`config.mk`:
```
export PLATFORM = sky130hd
export DESIGN_NAME = cpu_clk_gen
export DESIGN_NICKNAME = d
export VERILOG_FILES = /design/src/rtl/cpu_clk_gen.sv
export SDC_FILE = /design/constraint.sdc
export NUM_CORES = 1
export LEC_CHECK = 0
export CAP_MARGIN = 20
export CORE_MARGIN = 2
export CORE_UTILIZATION = 40
export CTS_BUF_LIST = sky130_fd_sc_hd__clkbuf_2
export DETAILED_ROUTE_END_ITERATION = 16
export PLACE_DENSITY = 0.69
export SYNTH_ARGS = -nofsm -noshare
export SYNTH_HDL_FRONTEND = slang
export SYNTH_SLANG_ARGS = --single-unit
```
`constraint.sdc`:
```
create_clock -name clk -period 3.05 [get_ports clk]
set_input_delay 0.4575 -clock clk [delete_from_list [all_inputs] [get_ports clk]]
set_output_delay 0.4575 -clock clk [all_outputs]
set_load 0.01 [all_outputs]
```
`src/rtl/cpu_clk_gen.sv`:
```
// CPU clock generator: free-running board-clock counter plus a registered CPU clock
// with RUN / STEP / BURST / HALT modes that only change at CPU-period boundaries.
//
// state | meaning
// IDLE  | clk_cpu low, waiting for a launch condition; mode_q tracks mode
// HIGH  | clk_cpu high for div_q+1 clk cycles
// LOW   | clk_cpu low for div_q+1 clk cycles, then continue or return to IDLE
module cpu_clk_gen #(
  parameter int CNT_W      = 32,
  parameter int DIV_W      = 8,
  parameter int DEB_CYCLES = 16,
  parameter int BURST_W    = 16
) (
  input  logic               clk,
  input  logic               rst,
  input  logic [1:0]         mode,
  input  logic [DIV_W-1:0]   div_sel,
  input  logic               hand_btn,
  input  logic [BURST_W-1:0] burst_len,
  input  logic               burst_go,
  output logic [CNT_W-1:0]   clkdiv,
  output logic               clk_cpu,
  output logic               cpu_tick,
  output logic               busy
);

  localparam logic [1:0] M_RUN   = 2'b00;
  localparam logic [1:0] M_STEP  = 2'b01;
  localparam logic [1:0] M_BURST = 2'b10;
  localparam int DEB_W = $clog2(DEB_CYCLES + 1);
  localparam logic [DEB_W-1:0] DEB_LAST = DEB_W'(DEB_CYCLES - 1);

  typedef enum logic [1:0] {IDLE, HIGH, LOW} state_t;

  state_t             state;
  logic [DIV_W-1:0]   hp_cnt;
  logic [1:0]         mode_q;
  logic [BURST_W-1:0] remaining;
  logic               step_pend;
  logic               btn_s1, btn_s2;
  logic               deb_lvl;
  logic [DEB_W-1:0]   deb_cnt;
  logic               deb_rise;
  logic               launch;

  always_ff @(posedge clk or posedge rst) begin
    if (rst) clkdiv <= '0;
    else     clkdiv <= clkdiv + CNT_W'(1);
  end

  always_ff @(posedge clk or posedge rst) begin
    if (rst) begin
      btn_s1 <= 1'b0;
      btn_s2 <= 1'b0;
    end else begin
      btn_s1 <= hand_btn;
      btn_s2 <= btn_s1;
    end
  end

  // The debounced level flips on the DEB_CYCLES-th consecutive differing sample.
  assign deb_rise = btn_s2 && !deb_lvl && (deb_cnt == DEB_LAST);

  always_ff @(posedge clk or posedge rst) begin
    if (rst) begin
      deb_lvl <= 1'b0;
      deb_cnt <= '0;
    end else if (btn_s2 == deb_lvl) begin
      deb_cnt <= '0;
    end else if (deb_cnt == DEB_LAST) begin
      deb_lvl <= btn_s2;
      deb_cnt <= '0;
    end else begin
      deb_cnt <= deb_cnt + DEB_W'(1);
    end
  end

  always_comb begin
    launch = 1'b0;
    unique case (mode)
      M_RUN:   launch = 1'b1;
      M_STEP:  launch = step_pend;
      M_BURST: launch = burst_go && (burst_len != '0);
      default: launch = 1'b0;
    endcase
  end

  // hp_cnt is loaded with div_sel at every phase entry and counts down to zero.
  always_ff @(posedge clk or posedge rst) begin
    if (rst) begin
      state     <= IDLE;
      hp_cnt    <= '0;
      mode_q    <= '0;
      remaining <= '0;
      step_pend <= 1'b0;
      clk_cpu   <= 1'b0;
      cpu_tick  <= 1'b0;
      busy      <= 1'b0;
    end else begin
      cpu_tick <= 1'b0;
      if (mode != M_STEP) step_pend <= 1'b0;
      else if (deb_rise)  step_pend <= 1'b1;

      case (state)
        IDLE: begin
          mode_q  <= mode;
          clk_cpu <= 1'b0;
          if (launch) begin
            state    <= HIGH;
            clk_cpu  <= 1'b1;
            cpu_tick <= 1'b1;
            busy     <= 1'b1;
            hp_cnt   <= div_sel;
            if (mode == M_STEP) begin
              step_pend <= 1'b0;
              remaining <= BURST_W'(1);
            end else if (mode == M_BURST) begin
              remaining <= burst_len;
            end
          end
        end
        HIGH: begin
          if (hp_cnt == '0) begin
            state   <= LOW;
            clk_cpu <= 1'b0;
            hp_cnt  <= div_sel;
          end else begin
            hp_cnt <= hp_cnt - DIV_W'(1);
          end
        end
        LOW: begin
          if (hp_cnt == '0) begin
            if (mode_q == M_RUN && mode == M_RUN) begin
              state    <= HIGH;
              clk_cpu  <= 1'b1;
              cpu_tick <= 1'b1;
              hp_cnt   <= div_sel;
            end else if (mode_q == M_BURST && mode == M_BURST &&
                         remaining > BURST_W'(1)) begin
              state     <= HIGH;
              clk_cpu   <= 1'b1;
              cpu_tick  <= 1'b1;
              hp_cnt    <= div_sel;
              remaining <= remaining - BURST_W'(1);
            end else begin
              state <= IDLE;
              busy  <= 1'b0;
            end
          end else begin
            hp_cnt <= hp_cnt - DIV_W'(1);
          end
        end
        default: begin
          state   <= IDLE;
          clk_cpu <= 1'b0;
          busy    <= 1'b0;
        end
      endcase
    end
  end

endmodule

```
==> results.yml, run 1 <==
run_status:
  status: "finished, final reports clean"
clock_tree:
  cts-buffers-inserted: 9
  htreeDepth: 3
  hold_buffers: 0
  max-clock-path-buffers: 2
  cts_resized: 0
  cts_root_buf: "clkbuf_2"
  cts_tree: "done"
  post_cts_buffers: 0
  clk_pin_slew_worst_paths_ps: 210
  cts_sinks: 72
  insertion_delay_ps: 490
routing:
  first_pass_iters: 4
  drc_errors: 0
  wl_per_cell_um: 14.9
  drt_iter0_markers: 102
  drt_wl_total_um: 8840
  final_antenna_net_count: 0
  num_vias: 3190
  via_per_inst: 5.36
global_routing:
  grt_pass1_vias: 3297
  gr-total-overflow: 0
  grt_max_degree: 73
  grt_antenna_before_repair: 0
  gr-usage-all-layers: 0.182
  grt_pass1_wl_um: 15100
worst_setup_path:
  worstReg2RegEnd: "remaining[1]"
  crit_path_start_kind: "flip-flop"
  reg2reg_setup_slack_ps: 600
  worstPathMaxFanout: 15
  worstSetupPathType: "reg2reg"
  critPathRequiredTime_ps: 3420
  worst_ep_arrival_time_ps: 2830
  r2r_cells: 8
  endpoint_kind: "flip-flop"
  worst_r2r_startpoint: "hp_cnt[0]"
timing:
  worst_pin_slew_ps: 705
  finalHoldViolCount: 0
  rsz0062_at_grt: "no"
  fin_crit_sh: 0.805
  skew_ps: 27.6
  setup-tns-final_ps: 0
  setup_violations: 0
  max_freq_ghz: 0.407
  finalMaxSlewViolations: 0
  period_needed_ps: 2450
  max_slew_margin: 0.530
final_layout:
  mostFrequentLayoutCells: "72 x dfrtp_1, 64 x clkdlybuf4s50_1, 34 x a21oi_1"
  final_common_cell: "dfrtp_1"
  drive_above_1_share: 0.0815
  fin_nets: 505
  area_growth_pct: 23.7
  n_antenna_cell: 0
  fillers: 919
  layoutNonFillerInstCount: 595
  fin_util: 0.513
  finalInstanceArea_mm2: 0.00477
floorplanning:
  pin_count: 65
  die_h_um: 102
  start_util: 0.415
  die-area_mm2: 0.0104
  core_area_mm2: 0.00928
  die_w_um: 102
  rows: 35
yosys:
  synth_ff_type: "dfrtp_1"
  synthDistinctLibCells: 52
  synthArstFlopShare: 1.00
  ys_warn_count: 0
  synth_seq_area_share: 0.468
  yosys_register_bits: 72
  syn_area_mm2: 0.00385
  synth_fp_nets: 439
  synth_edf_count: 0
  netlist_instances: 395
  syn_avg_cell_area_um2: 9.76
place:
  gp_congestion: 0.857
  placed_cells: 579
  post_dp_cell_area_mm2: 0.00463
  hpwl_um: 6260
  port_buffers: 64
run:
  max_cap_viol_count: 0
hold_path:
  min_path_type: "in2async"
pwr:
  leakage_nw: 2.06
  total_power_mw: 2.92
  powerDensity_mw_per_mm2: 612
  peakVddDrop_uv: 227
-- through the flow --
step	setup slack [ps]	hold WS (ps)
after CTS	567	303
final	595	314
after floorplan	768	331
after global routing	319	304
after global placement	449	335
after detailed placement	389	336
-- worst max path at each step --
| stage | depth (start not counted) | from | slack, ps | endpoint |
|---|---|---|---|---|
| after global placement | 6 | burst_len[0] | 450 | hp_cnt[6] |
| after detailed placement | 9 | mode[1] | 390 | hp_cnt[6] |
| after global routing | 7 | hp_cnt[0] | 320 | remaining[14] |
| after floorplan | 1 | rst | 770 | btn_s1 |
| final | 8 | hp_cnt[0] | 600 | remaining[1] |
| after CTS | 8 | hp_cnt[0] | 570 | remaining[1] |
-- Yosys cell counts, types with 3 or more instances --
cell,n,area share
nor4_1,9,0.015
buf_2,3,0.0039
a21oi_1,34,0.044
xnor2_1,24,0.055
and3_1,14,0.023
nand2_1,27,0.026
nand4_1,8,0.013
dfrtp_1,72,0.47
xor2_1,8,0.018
o21ai_0,24,0.031
and4_1,3,0.0068
a22oi_1,3,0.0058
nand3b_1,3,0.0058
nor2_1,26,0.025
clkbuf_1,8,0.0078
a31oi_1,8,0.013
nand2b_1,6,0.0097
ha_1,14,0.045
o21ai_1,7,0.0091
nand3_1,14,0.018
inv_1,19,0.019
nor3b_1,7,0.014
o22ai_1,4,0.0065
nor3_1,9,0.012
and2_1,3,0.0049
mux2_2,3,0.0088
-- kinds of logic after synthesis --
kind of cell,share of synthesized area
buffers and inverters,0.0409
XOR/XNOR,0.0727
adder cells (fa/ha/maj),0.0455
multiplexers,0.0127
AND/OR/NAND/NOR,0.201
AO/OA/AOI/OAI,0.159
flip-flops,0.468
-- area by class of cell --
class,instances,area [um^2],share of cell area
multi-input cells,289,1890,0.397
clock buffers,9,45.0,0.00945
inverters,19,71.3,0.0150
well taps,129,161,0.0339
repair buffers,70,698,0.146
clock inverters,7,93.8,0.0197
flip-flops and latches,72,1800,0.378
-- per-layer routing --
layer / wire, um / vias to the layer above / track usage
met3: 497 / 17 / 0.0356
met4: 163 / 0 / 0.0810
met2: 4050 / 105 / 0.283
met1: 4130 / 1521 / 0.246
met5: 0 / - / 0
li1: - / 1547 / -
-- state kept, by name, indices dropped and copies added, names as in the netlist --
| register | flops |
|---|---|
| clkdiv | 32 |
| remaining | 16 |
| hp_cnt | 8 |
| deb_cnt | 5 |
| mode_q | 2 |
| state | 2 |
| btn_s1 | 1 |
| btn_s2 | 1 |
| busy | 1 |
| clk_cpu | 1 |
| cpu_tick | 1 |
| deb_lvl | 1 |
| step_pend | 1 |
-- critical path, stage by stage (launching register included) --
cell and delay, ps:
dfrtp_1 420, inv_1 110, ha_1 200, nand2b_1 140, or4_1 640, nand2_1 170
o2111ai_2 380, nor2_1 220, a21oi_1 60
-- power breakdown --
group	total, mW	switching (mW)	internal, mW
Combinational	0.965	0.542	0.423
Clock	0.621	0.350	0.271
Sequential	1.33	0.188	1.14
Total	2.92	1.08	1.84
(Power assumes the default switching activity.)
==> inputs of run 2 (changes only) <==
--- a/config.mk
+++ b/config.mk
@@ -10,7 +10,7 @@
 export CORE_UTILIZATION = 40
 export CTS_BUF_LIST = sky130_fd_sc_hd__clkbuf_2
 export DETAILED_ROUTE_END_ITERATION = 16
-export PLACE_DENSITY = 0.69
+export PLACE_DENSITY = 0.71
 export SYNTH_ARGS = -nofsm -noshare
 export SYNTH_HDL_FRONTEND = slang
 export SYNTH_SLANG_ARGS = --single-unit
==> constraint.sdc (replaced) <==
create_clock -name clk -period 2.15 [get_ports clk]
set_input_delay 0.3225 -clock clk [delete_from_list [all_inputs] [get_ports clk]]
set_output_delay 0.3225 -clock clk [all_outputs]
set_load 0.01 [all_outputs]
==> results.yml, run 2 (synthesis gave the netlist of run 1 again) <==
run_status:
  violations: "negative setup slack"
  status: "finished, violations left"
timing:
  rsz0062_at_grt: "yes"
  fin_crit_sh: 1.00
  setup-tns-final_ps: -10.4
  max_freq_ghz: 0.463
  finalHoldViolCount: 0
  worst_pin_slew_ps: 560
  period_needed_ps: 2160
  skew_ps: 26.9
  finalMaxSlewViolations: 0
  max_slew_margin: 0.623
  setup_ws_ps: -10.4
  setup_violations: 1
  holdWs_ps: 122
floorplanning:
  die_w_um: 102
  core_area_mm2: 0.00928
  start_util: 0.415
  die-area_mm2: 0.0104
  die_h_um: 102
  rows: 35
  pin_count: 65
final_layout:
  fin_util: 0.560
  layoutNonFillerInstCount: 630
  largest_register_ffs: 32
  area_growth_pct: 34.9
  mostFrequentLayoutCells: "72 x dfrtp_1, 64 x clkdlybuf4s50_1, 31 x buf_4"
  reg.largest.list: "clkdiv: 32 flops, remaining: 16 flops, hp_cnt: 8 flops"
  n_antenna_cell: 0
  drive_above_1_share: 0.180
  final_common_cell: "dfrtp_1"
  top_register: "clkdiv"
  fin_nets: 540
  finalInstanceArea_mm2: 0.00520
worst_setup_path:
  worst_ep_arrival_time_ps: 2560
  worstPathMaxFanout: 7
  endpoint_kind: "flip-flop"
  path_cells: "or4_4 -> nor3_4 -> a31oi_4 -> o211a_4 -> buf_6 -> a21oi_2 -> a21oi_2"
  cp_slowest_stage_delay_ps: 590
  cpMaxStageDelayCell: "or4_4"
  crit_path_start_kind: "flip-flop"
  cp_common_cell: "a21oi_2"
  worstSetupPathType: "reg2reg"
  critPathRequiredTime_ps: 2550
global_routing:
  met3_usage: 0.0520
  grtUsageMet1: 0.254
  grt_antenna_before_repair: 0
  grt_pass1_wl_um: 15700
  grt_pass1_vias: 3380
  use_met2: 0.293
  grt-busiest-layer: "met2"
  grt_max_degree: 27
  gr-total-overflow: 0
  gr-usage-all-layers: 0.188
place:
  gp_congestion: 0.800
  hpwl_um: 6540
  post_dp_cell_area_mm2: 0.00488
  preCtsSetupSlack_ps: -266
  port_buffers: 64
  placed_cells: 608
clock_tree:
  clk_pin_slew_worst_paths_ps: 230
  cts_tree: "done"
  htreeDepth: 3
  cts_root_buf: "clkbuf_2"
  cts-buffers-inserted: 9
  insertion_delay_ps: 510
  max-clock-path-buffers: 2
  cts_sinks: 72
routing:
  drt_wl_total_um: 9330
  first_pass_iters: 5
  drc_errors: 0
  final_antenna_net_count: 0
  drt_iter0_markers: 156
  via_per_inst: 5.27
  wl_per_cell_um: 14.8
  num_vias: 3317
pwr:
  powerDensity_mw_per_mm2: 896
  peakVddDrop_uv: 382
  total_power_mw: 4.66
  leakage_nw: 2.27
run:
  max_cap_viol_count: 0
hold_path:
  min_path_type: "in2async"
run 2: final cells by class:
cell class | count | area [um^2]
Fill cell | 824 | 4090
Multi-Input combinational cell | 289 | 1960
Sequential cell | 72 | 1800
Timing Repair Buffer | 105 | 1050
Tap cell | 129 | 161
Clock inverter | 7 | 103
Inverter | 19 | 71.3
Clock buffer | 9 | 45.0
run 2: what timing repair did:
item / CTS / global route
buffers inserted: 4 / 1
hold buffers: 0 / 0
endpoints found under the setup margin: 5 / 24
cloned: 0 / 1
resized for setup: 0 / 22
pin swaps: 2 / 11
run 2: path summary, 6_finish.rpt:
path                                    start         to  slack [ps]  cells after the start
worst max-delay path            remaining[10]  hp_cnt[2]         -10                      7
worst min-delay path                      rst  clkdiv[1]         120                      2
worst max register to register  remaining[10]  hp_cnt[2]         -10                      7
worst min register to register         btn_s1     btn_s2         450                      0
max in group asynchronous                 rst     btn_s2        1490                      3
min in group clk                     hand_btn     btn_s1         220                      1
run 2: report_power, final:
group          switching, mW  internal [mW]
combinational          0.927          0.938
clock                  0.532          0.397
sequential             0.243           1.62
total                   1.70           2.95
run 2: metal layers:
layer,vias to the layer above,part of all wire
met2,101,0.47
met1,1594,0.46
met3,9,0.063
li1,1613,-
met5,-,0
met4,0,0.0087
run 2: worst max-delay path, delay by kind of cell (launching register included):
family,cells,cell delay (ps)
buffers and inverters,1,150
AND/OR/NAND/NOR,2,820
AO/OA/AOI/OAI,4,660
flip-flops,1,430
